===== config.mk =====
export PLATFORM = sky130hd
export DESIGN_NAME = mul_div_unit
export DESIGN_NICKNAME = d
export VERILOG_FILES = /design/src/rtl/mdu_pkg.sv /design/src/rtl/mdu_core.sv /design/src/rtl/mul_div_unit.sv
export SDC_FILE = /design/constraint.sdc
export NUM_CORES = 1
export LEC_CHECK = 0
export ABC_CLOCK_PERIOD_IN_PS = 3060
export CORE_ASPECT_RATIO = 0.9
export CORE_UTILIZATION = 58
export DETAILED_ROUTE_END_ITERATION = 10
export PLACE_DENSITY = 0.77
export SLEW_MARGIN = 20
export SYNTH_ARGS = -nofsm -noshare
export SYNTH_HDL_FRONTEND = slang
export SYNTH_SLANG_ARGS = --single-unit

===== constraint.sdc =====
create_clock -name CLK -period 3.06 [get_ports CLK]
set_input_delay 0.306 -clock CLK [delete_from_list [all_inputs] [get_ports CLK]]
set_output_delay 0.306 -clock CLK [all_outputs]
set_load 0.01 [all_outputs]

===== src/rtl/mdu_pkg.sv =====
// Shared definitions for the iterative multiply/divide coprocessor:
// register window layout, CTRL/STATUS bit positions and engine enums.
package mdu_pkg;

  typedef enum logic [1:0] {IDLE, RUN, FIX} state_t;
  typedef enum logic {MUL = 1'b0, DIV = 1'b1} op_t;

  localparam int unsigned CTRL_OP_BIT     = 0;
  localparam int unsigned CTRL_SIGNED_BIT = 1;
  localparam int unsigned CTRL_START_BIT  = 7;
  localparam int unsigned STAT_BUSY_BIT   = 0;
  localparam int unsigned STAT_DZ_BIT     = 1;

  localparam int unsigned SLOT_ARG0   = 0;
  localparam int unsigned SLOT_ARG1   = 1;
  localparam int unsigned SLOT_RES_LO = 2;
  localparam int unsigned SLOT_RES_HI = 3;
  localparam int unsigned SLOT_CTRL   = 4;

  // Each operand/result register occupies b bytes; CTRL and STATUS follow.
  function automatic int unsigned reg_off(input int unsigned slot, input int unsigned b);
    return slot * b;
  endfunction

  function automatic int unsigned status_off(input int unsigned b);
    return SLOT_CTRL * b + 1;
  endfunction

endpackage


===== src/rtl/mdu_core.sv =====
// Iterative engine: shift-add multiply / restoring divide on operand
// magnitudes, one bit per cycle, sign correction in the FIX cycle.
module mdu_core
  import mdu_pkg::*;
#(
  parameter int unsigned WIDTH = 32
) (
  input  logic             clk,
  input  logic             rst,
  input  logic             start,
  input  op_t              op,
  input  logic             sgn,
  input  logic [WIDTH-1:0] a,
  input  logic [WIDTH-1:0] b,
  output logic             busy,
  output logic             commit,
  output logic             done,
  output logic             dz,
  output logic [WIDTH-1:0] res_lo,
  output logic [WIDTH-1:0] res_hi
);

  localparam int unsigned CW = $clog2(WIDTH);

  state_t           state, state_nxt;
  op_t              op_q;
  logic             sgn_q;
  logic [WIDTH-1:0] a_q, b_q, mb, hi, lo;
  logic [CW-1:0]    cnt;

  logic [WIDTH:0]     mul_sum, div_sh, div_diff;
  logic               div_ge;
  logic [WIDTH-1:0]   div_rem;
  logic               neg_q, neg_r;
  logic [2*WIDTH-1:0] prod;

  function automatic logic [WIDTH-1:0] mag(input logic [WIDTH-1:0] x, input logic s);
    return (s && x[WIDTH-1]) ? -x : x;
  endfunction

  always_ff @(posedge clk) begin
    if (rst) state <= IDLE;
    else     state <= state_nxt;
  end

  always_comb begin
    state_nxt = state;
    case (state)
      IDLE:    if (start) state_nxt = RUN;
      RUN:     if (cnt == '0) state_nxt = FIX;
      FIX:     state_nxt = IDLE;
      default: state_nxt = IDLE;
    endcase
  end

  always_comb begin
    busy   = (state != IDLE);
    commit = (state == FIX);
  end

  // hi:lo is the product accumulator for MUL and remainder:quotient for DIV.
  always_comb begin
    mul_sum  = {1'b0, hi} + (lo[0] ? {1'b0, mb} : '0);
    div_sh   = {hi, lo[WIDTH-1]};
    div_diff = div_sh - {1'b0, mb};
    div_ge   = (div_sh >= {1'b0, mb});
    div_rem  = div_ge ? div_diff[WIDTH-1:0] : div_sh[WIDTH-1:0];
  end

  always_ff @(posedge clk) begin
    if (rst) begin
      op_q  <= MUL;
      sgn_q <= 1'b0;
      a_q   <= '0;
      b_q   <= '0;
      mb    <= '0;
      hi    <= '0;
      lo    <= '0;
      cnt   <= '0;
      done  <= 1'b0;
    end else begin
      done <= (state == FIX);
      case (state)
        IDLE: if (start) begin
          op_q  <= op;
          sgn_q <= sgn;
          a_q   <= a;
          b_q   <= b;
          hi    <= '0;
          lo    <= mag(a, sgn);
          mb    <= mag(b, sgn);
          cnt   <= CW'(WIDTH - 1);
        end
        RUN: begin
          if (op_q == MUL) {hi, lo} <= {mul_sum, lo[WIDTH-1:1]};
          else             {hi, lo} <= {div_rem, lo[WIDTH-2:0], div_ge};
          cnt <= cnt - 1'b1;
        end
        default: ;
      endcase
    end
  end

  // MIN / -1 needs no special case: negating the magnitude 2^(W-1) wraps back to MIN.
  always_comb begin
    neg_q  = sgn_q & (a_q[WIDTH-1] ^ b_q[WIDTH-1]);
    neg_r  = sgn_q & a_q[WIDTH-1];
    prod   = neg_q ? -{hi, lo} : {hi, lo};
    dz     = 1'b0;
    res_lo = prod[WIDTH-1:0];
    res_hi = prod[2*WIDTH-1:WIDTH];
    if (op_q == DIV) begin
      if (b_q == '0) begin
        dz     = 1'b1;
        res_lo = '1;
        res_hi = a_q;
      end else begin
        res_lo = neg_q ? -lo : lo;
        res_hi = neg_r ? -hi : hi;
      end
    end
  end

endmodule


===== src/rtl/mul_div_unit.sv =====
// Byte-bus register window around the iterative multiply/divide engine:
// operand/result registers, CTRL/STATUS decode and combinational read mux.
module mul_div_unit
  import mdu_pkg::*;
#(
  parameter int unsigned WIDTH      = 32,
  parameter int unsigned REG_AW     = 5,
  parameter int unsigned AUTO_START = 0
) (
  input  logic              CLK,
  input  logic              RST,
  input  logic [REG_AW-1:0] bus_addr,
  input  logic              bus_we,
  input  logic [7:0]        bus_wdata,
  output logic [7:0]        bus_rdata,
  output logic              busy,
  output logic              done
);

  localparam int unsigned B = WIDTH / 8;
  localparam logic [REG_AW-1:0] A_ARG0   = REG_AW'(reg_off(SLOT_ARG0, B));
  localparam logic [REG_AW-1:0] A_ARG1   = REG_AW'(reg_off(SLOT_ARG1, B));
  localparam logic [REG_AW-1:0] A_RES_LO = REG_AW'(reg_off(SLOT_RES_LO, B));
  localparam logic [REG_AW-1:0] A_RES_HI = REG_AW'(reg_off(SLOT_RES_HI, B));
  localparam logic [REG_AW-1:0] A_CTRL   = REG_AW'(reg_off(SLOT_CTRL, B));
  localparam logic [REG_AW-1:0] A_STATUS = REG_AW'(status_off(B));
  localparam logic [REG_AW-1:0] A_ARG1_TOP = A_ARG1 + REG_AW'(B - 1);

  logic [WIDTH-1:0] arg0, arg1, arg0_nxt, arg1_nxt, res_lo, res_hi;
  logic [WIDTH-1:0] core_lo, core_hi;
  op_t              mode_op, start_op;
  logic             mode_sgn, start_sgn, dz;
  logic             ctrl_wr, ctrl_start, auto_start, start, commit, core_dz;

  always_comb begin
    arg0_nxt = arg0;
    arg1_nxt = arg1;
    for (int unsigned i = 0; i < B; i++) begin
      if (bus_we && bus_addr == A_ARG0 + REG_AW'(i)) arg0_nxt[8*i +: 8] = bus_wdata;
      if (bus_we && bus_addr == A_ARG1 + REG_AW'(i)) arg1_nxt[8*i +: 8] = bus_wdata;
    end
  end

  // CTRL writes are dropped entirely while busy (including FIX), so the mode is untouched.
  always_comb begin
    ctrl_wr    = bus_we && (bus_addr == A_CTRL) && !busy;
    ctrl_start = ctrl_wr && bus_wdata[CTRL_START_BIT];
    auto_start = (AUTO_START != 0) && bus_we && (bus_addr == A_ARG1_TOP) && !busy;
    start      = ctrl_start || auto_start;
    start_op   = ctrl_start ? op_t'(bus_wdata[CTRL_OP_BIT]) : mode_op;
    start_sgn  = ctrl_start ? bus_wdata[CTRL_SIGNED_BIT] : mode_sgn;
  end

  always_ff @(posedge CLK) begin
    if (RST) begin
      arg0     <= '0;
      arg1     <= '0;
      res_lo   <= '0;
      res_hi   <= '0;
      mode_op  <= MUL;
      mode_sgn <= 1'b0;
      dz       <= 1'b0;
    end else begin
      arg0 <= arg0_nxt;
      arg1 <= arg1_nxt;
      if (ctrl_wr) begin
        mode_op  <= op_t'(bus_wdata[CTRL_OP_BIT]);
        mode_sgn <= bus_wdata[CTRL_SIGNED_BIT];
      end
      if (commit) begin
        res_lo <= core_lo;
        res_hi <= core_hi;
        dz     <= core_dz;
      end
    end
  end

  mdu_core #(.WIDTH(WIDTH)) u_core (
    .clk    (CLK),
    .rst    (RST),
    .start  (start),
    .op     (start_op),
    .sgn    (start_sgn),
    .a      (arg0_nxt),
    .b      (arg1_nxt),
    .busy   (busy),
    .commit (commit),
    .done   (done),
    .dz     (core_dz),
    .res_lo (core_lo),
    .res_hi (core_hi)
  );

  always_comb begin
    bus_rdata = '0;
    for (int unsigned i = 0; i < B; i++) begin
      if (bus_addr == A_ARG0 + REG_AW'(i))   bus_rdata = arg0[8*i +: 8];
      if (bus_addr == A_ARG1 + REG_AW'(i))   bus_rdata = arg1[8*i +: 8];
      if (bus_addr == A_RES_LO + REG_AW'(i)) bus_rdata = res_lo[8*i +: 8];
      if (bus_addr == A_RES_HI + REG_AW'(i)) bus_rdata = res_hi[8*i +: 8];
    end
    if (bus_addr == A_CTRL) begin
      bus_rdata[CTRL_OP_BIT]     = mode_op;
      bus_rdata[CTRL_SIGNED_BIT] = mode_sgn;
    end
    if (bus_addr == A_STATUS) begin
      bus_rdata[STAT_BUSY_BIT] = busy;
      bus_rdata[STAT_DZ_BIT]   = dz;
    end
  end

endmodule


# Yosys cells after proc, flatten, opt, wreduce, memory -nomap -nowiden
# Index checks and enable logic that the tools add are counted.
# op_classes
magnitude_cmp	1
n_reduce_logical	23
bitwise_logic	3
muxes	51
eq_ne	21
addsub	8
# ops
operator	n
32-bit 2-to-1 mux	14
8-bit 2-to-1 mux	24
32-bit negator	4
32-bit case mux with 2 select lines	2
64-bit 2-to-1 mux	1
64-bit negator	1
5-bit by 4-bit == test with 1-bit output (second input constant)	8
32-bit by 32-bit adder with 33-bit output	1
33-bit by 32-bit greater-or-equal comparator with 1-bit output	1
32-bit logical NOT	1
32-bit subtractor	1
5-bit by 3-bit == test with 1-bit output (second input constant)	4
1-bit logical AND	13
5-bit by 2-bit == test with 1-bit output (second input constant)	2
5-bit == test (second input constant)	2
5-bit logical NOT	2
5-bit case mux with 2 select lines	1
2-bit 2-to-1 mux	4
2-bit AND reduction	3
5-bit by 1-bit == test with 1-bit output (second input constant)	1
5-bit 2-to-1 mux	1
5-bit by 1-bit subtractor with 5-bit output (second input constant)	1
2-bit case mux with 2 select lines	1
2-bit nonzero test	2
other kinds (9)	12
# word_totals
output_inout_bits	10
ff_bits	301
in_bits	16

# Longest topological paths before layout
# logic_depth
ltp_word	19
depth_mapped	14
ltp_nobuf	12

# Hierarchy
# A second synthesis with hierarchy kept.
# unflattened
cells_unflattened	2720
hier_area_um2	20856.3
# modules_own_cells
mod	n_inst	area_each_um2	cells_each	seq_area_each_um2
mdu_core	1	14400.1	2029	3383.2
mul_div_unit	1	6456.2	691	2622.5

# Least setup slack after synthesis
# No wires, ideal clock.
# synth_timing
path_type	in2reg
start	input port bus_addr[2]
end	register u_core.mb[30]
path_slack_ns	-0.124
arrival_ns	3.089
setup_ns	0.095
path_buffers	3
stages	13
cell_sequence	buf_2 -> and4bb_2 -> buf_4 -> nand2_1 -> clkbuf_1 -> mux2i_1 -> ha_1 -> o21ai_0 -> nand2b_1 -> nor4_2 -> a31oi_1 -> or3_1 -> o311ai_1
# synth_between
elab_chain_len	7
elab_cells_between_ends	21
# synth_lines
element	line_no	rtl
start: declaration	mul_div_unit.sv:12	input logic [REG_AW-1:0] bus_addr,
parallel branches: the longest is 7 deep, another holds 32-bit negator	--	
end signal: assignment	mdu_core.sv:91	mb <= mag(b, sgn);
end: declaration	mdu_core.sv:28	logic [WIDTH-1:0] a_q, b_q, mb, hi, lo;
# Several ways; the timed one is not identified.
# A chain may end at the register's enable or synchronous reset.

# Worst setup path in the final report
# layout_timing
start	register u_core.lo[0]
end	register u_core.hi[31]
# layout_between
elab_chain_len	4
# layout_lines
element	line_no	rtl
start: declaration	mdu_core.sv:28	
start signal: assignment	mdu_core.sv:90	lo <= mag(a, sgn);
start signal: assignment	mdu_core.sv:95	if (op_q == MUL) {hi, lo} <= {mul_sum, lo[WIDTH-1:1]};
start signal: assignment	mdu_core.sv:96	else {hi, lo} <= {div_rem, lo[WIDTH-2:0], div_ge};
32-bit 2-to-1 mux	mdu_core.sv:63	mul_sum = {1'b0, hi} + (lo[0] ? {1'b0, mb} : '0);
32-bit by 32-bit adder with 33-bit output	mdu_core.sv:63	
32-bit 2-to-1 mux	mdu_core.sv:95	
32-bit case mux with 2 select lines	mdu_core.sv:83	case (state)
end signal: assignment	mdu_core.sv:95	
end signal: assignment	mdu_core.sv:96	
end: declaration	mdu_core.sv:28	
# Every way passes these cells.

==> run metrics <==
status finished with violations; violated checks negative setup slack; CORE AREA 34400 µm²; Slew Limit Fails 0; Top FF cell, synth dfxtp_1; IO Pins 26; CP Class flip-flop to flip-flop; P_int 6.52 mW; DRT Pass-1 Iters 9; CTS H-Tree Depth 1; Critical Path Max Stage Delay 0.47 ns; Max Clk Rate about 330 MHz; Seq pwr share roughly 45%; Clock power frac between 40% and 50%; post-synthesis cell type count 94; largest net degree at the start of global routing 157; die width 200 µm; Max FO, Critical Path 3; switching share of power approximately 26%; CP delay by family, top compound AO/OA/AOI/OAI gates; initial DRC count ~3500; Crit path top cell by count o21ai_2; Syn Nets 2737; final hold violation count 0; commonest non-fill, non-tap cell in the layout buf_4; clock-pin slew on the worst setup and hold paths around 0.070 ns; PwrDens 340 nW/µm²; number of CTS-inserted buffers 31; CP Buf/Inv Count 1; Gate Count Post-Synth approximately 2600; Sink Count 300; Arrival @ worst endpoint about 3.6 ns; Clk Latency, worst-skew pair 0.59 ns; Worst Max-Slew Pin Slew roughly 1.0 ns; port bufs 25; CTS root buf clkbuf_16; nets@finish 3064; RSZ-0062 raised after global routing yes; GRT Resource Usage Total approximately 46%; Post-Syn Area per Cell 7.71 µm²; P_leak 10.2 nW; row count 64; EDFF count, synth 0; grt total ovfl 0; end of the critical path u_core.hi[31]$_SDFFE_PP0P_; worst clock skew a little over 0.009 ns; crit path capture type flip-flop; GP Congestion 1.06; initial antenna violation count 0; async set-or-reset flop fraction in the synthesized netlist 0%; WL final 85600 µm; initial core utilization 59.5%; DRC 0; Tcrit/Tclk final 100%; VDD IR-drop max 0.455 mV; drt wl/cell 24.7 µm; R2R depth 12; Worst Setup Start Kind flip-flop; reg2reg setup slack -0.002 ns; P&R area growth vs syn 26.5%; Critical-path top delay cell a2111o_1; Worst slew margin 30.7%; # setup viols final 1; Synth Cell Area approximately 20000 µm²; vias per cell 6.80; cell count along the critical path 12; ratio of cells with drive above 1 in the final layout 23.0%; number of global-route vias before repair around 22000; global-route wire length before repair 126000 µm; Via Count 23500; Psw 2.27 mW; CP Launch Point u_core.lo[0]$_SDFFE_PP0P_; Synth warnings 0; Seq/Total Area, Yosys 29.4%; Req. time, crit path 3.54 ns; final setup margin -0.00198 ns; R2R Path End u_core.hi[31]$_SDFFE_PP0P_; Longest Clk Path Bufs 3; synthesized flop and latch total 300; max cap viols 0; ANT nets after route 0; Critical Path, Cell by Cell and2_4 > ha_4 > fa_2 > a211oi_4 > o21ai_2 > a2111o_1 > nand4_1 > o211ai_1 > a221oi_2 > buf_4 > o21ai_2 > and3_1; most frequent cells in the layout buf_4, nor2_1, dfxtp_1; logic gate share of total power 9.3%; post-DP HPWL approximately 64000 µm; Post-CTS Hold Buffers 0; Die Footprint 36000 µm²; RR Startpoint u_core.lo[0]$_SDFFE_PP0P_; TritonCTS clock tree yes; Hold Crit Class primary input to flip-flop; Placement Setup Slack -0.534 ns; fin crit period between 3 and 4 ns; Fin Hold WS 0.239 ns; die height 180 µm
==> stage by stage <==
step           utilization [%]  power [mW]  instances  instance area [µm²]  setup TNS [ns]
2_1_floorplan                -        4.41       2649                20400               0
3_3_place_gp              69.8        4.77       3383                24000          -14.96
3_5_place_dp              69.8        4.78       3383                24000          -23.30
4_1_cts                   73.4        8.70       3448                25200          -0.115
5_1_grt                   75.2        8.95       3461                25800          -0.760
6_report                  75.2        8.79       3462                25800        -0.00198
==> worst min-delay path by stage <==
stage	startpoint	endpoint	slack, ns	cells past startpoint
final	RST	res_hi[17]$_SDFFE_PP0P_	0.24	2
after global routing	RST	arg0[22]$_SDFF_PP0_	0.25	2
after CTS	RST	arg0[22]$_SDFF_PP0_	0.23	2
after detailed placement	u_core.mb[9]$_SDFFE_PP0P_	u_core.mb[9]$_SDFFE_PP0P_	0.45	2
after global placement	u_core.mb[24]$_SDFFE_PP0P_	u_core.mb[24]$_SDFFE_PP0P_	0.44	2
after floorplan	u_core.mb[25]$_SDFFE_PP0P_	u_core.mb[25]$_SDFFE_PP0P_	0.43	2
==> worst reg2reg max path: cells and delay by family (launching register included) <==
kind / cells / cell delay, ns
compound gates: 6 / 1.33
fa+ha+maj: 2 / 0.54
simple gates: 3 / 0.57
flops: 1 / 0.36
buf+inv: 1 / 0.17
==> timing repair <==
action / CTS / global route
pin swaps: 14 / 45
endpoints found under the setup margin: 34 / 70
buffers inserted: 9 / 14
resized for setup: 56 / 123
==> cells by family after synthesis <==
group,after synthesis,share of synthesized area (%)
buf+inv,266,5.07
xor+xnor,180,7.72
flops,300,29.4
fa+ha+maj,72,4.48
compound gates,806,26.6
simple gates,908,20.8
mux,117,5.86
==> registers in the layout, indices dropped and copies added, names as in the netlist, 5 cells and up <==
signal,flops
res_lo,32
u_core.a_q,32
u_core.mb,32
u_core.cnt,5
u_core.b_q,31
res_hi,32
arg1,32
u_core.lo,32
arg0,32
u_core.hi,32
==> synthesized netlist by cell type (7+ instances only) <==
library cell	instances	area share (%)
nor2b_1	19	0.58
xor2_1	67	2.9
dfxtp_1	300	29
buf_2	9	0.22
nor3_1	71	1.7
inv_1	72	1.3
buf_1	14	0.26
a21o_1	24	0.88
nand2b_1	17	0.52
mux2i_1	105	5.1
o21bai_1	10	0.37
xnor2_1	113	4.8
and2_1	12	0.37
o22ai_1	7	0.21
o31ai_1	27	0.99
a311oi_1	14	0.60
a21oi_1	192	4.7
nand2_1	204	3.7
a2111oi_0	8	0.34
nor4_1	27	0.83
nand3b_1	8	0.29
o41ai_1	9	0.39
clkbuf_1	165	3.0
o21ai_0	132	3.2
or3_1	29	0.89
o21a_1	10	0.37
and3_1	16	0.49
a41oi_1	11	0.47
or4_1	16	0.59
or2_2	7	0.21
mux2_2	11	0.61
nor2_1	369	6.8
a211oi_1	155	5.7
a211o_1	7	0.30
a22oi_1	36	1.3
a31oi_1	33	1.0
nand4_1	19	0.58
a221oi_1	17	0.73
nand3_1	55	1.3
ha_1	70	4.3
o211ai_1	38	1.4
and4_1	9	0.39
==> power groups by stage <==
stage	clock network (mW)	registers, mW	logic (mW)
after floorplan	0	4.02	0.391
after global placement	0	4.02	0.746
after detailed placement	0	4.02	0.756
after CTS	4.00	3.94	0.763
after global routing	4.17	3.94	0.844
final	4.04	3.94	0.816
==> metal layers <==
| metal | up-vias | wire length, µm | GRT usage [%] |
|---|---|---|---|
| met5 | - | 0 | 0 |
| met4 | 0 | 5850 | 26.2 |
| met3 | 383 | 11000 | 10.3 |
| met2 | 1678 | 35200 | 66.2 |
| met1 | 11100 | 33500 | 62.0 |
| li1 | 10400 | - | - |
==> final cells by class <==
cell class | count | area, µm²
multi-input cells | 2083 | 14000
fillers | 2504 | 8510
flip-flops and latches | 300 | 6030
repair buffers | 487 | 3870
clock buffers | 38 | 842
well taps | 462 | 578
inverters | 73 | 280
clock inverters | 18 | 216
diodes | 1 | 2.50
(Power assumes the default switching activity.)
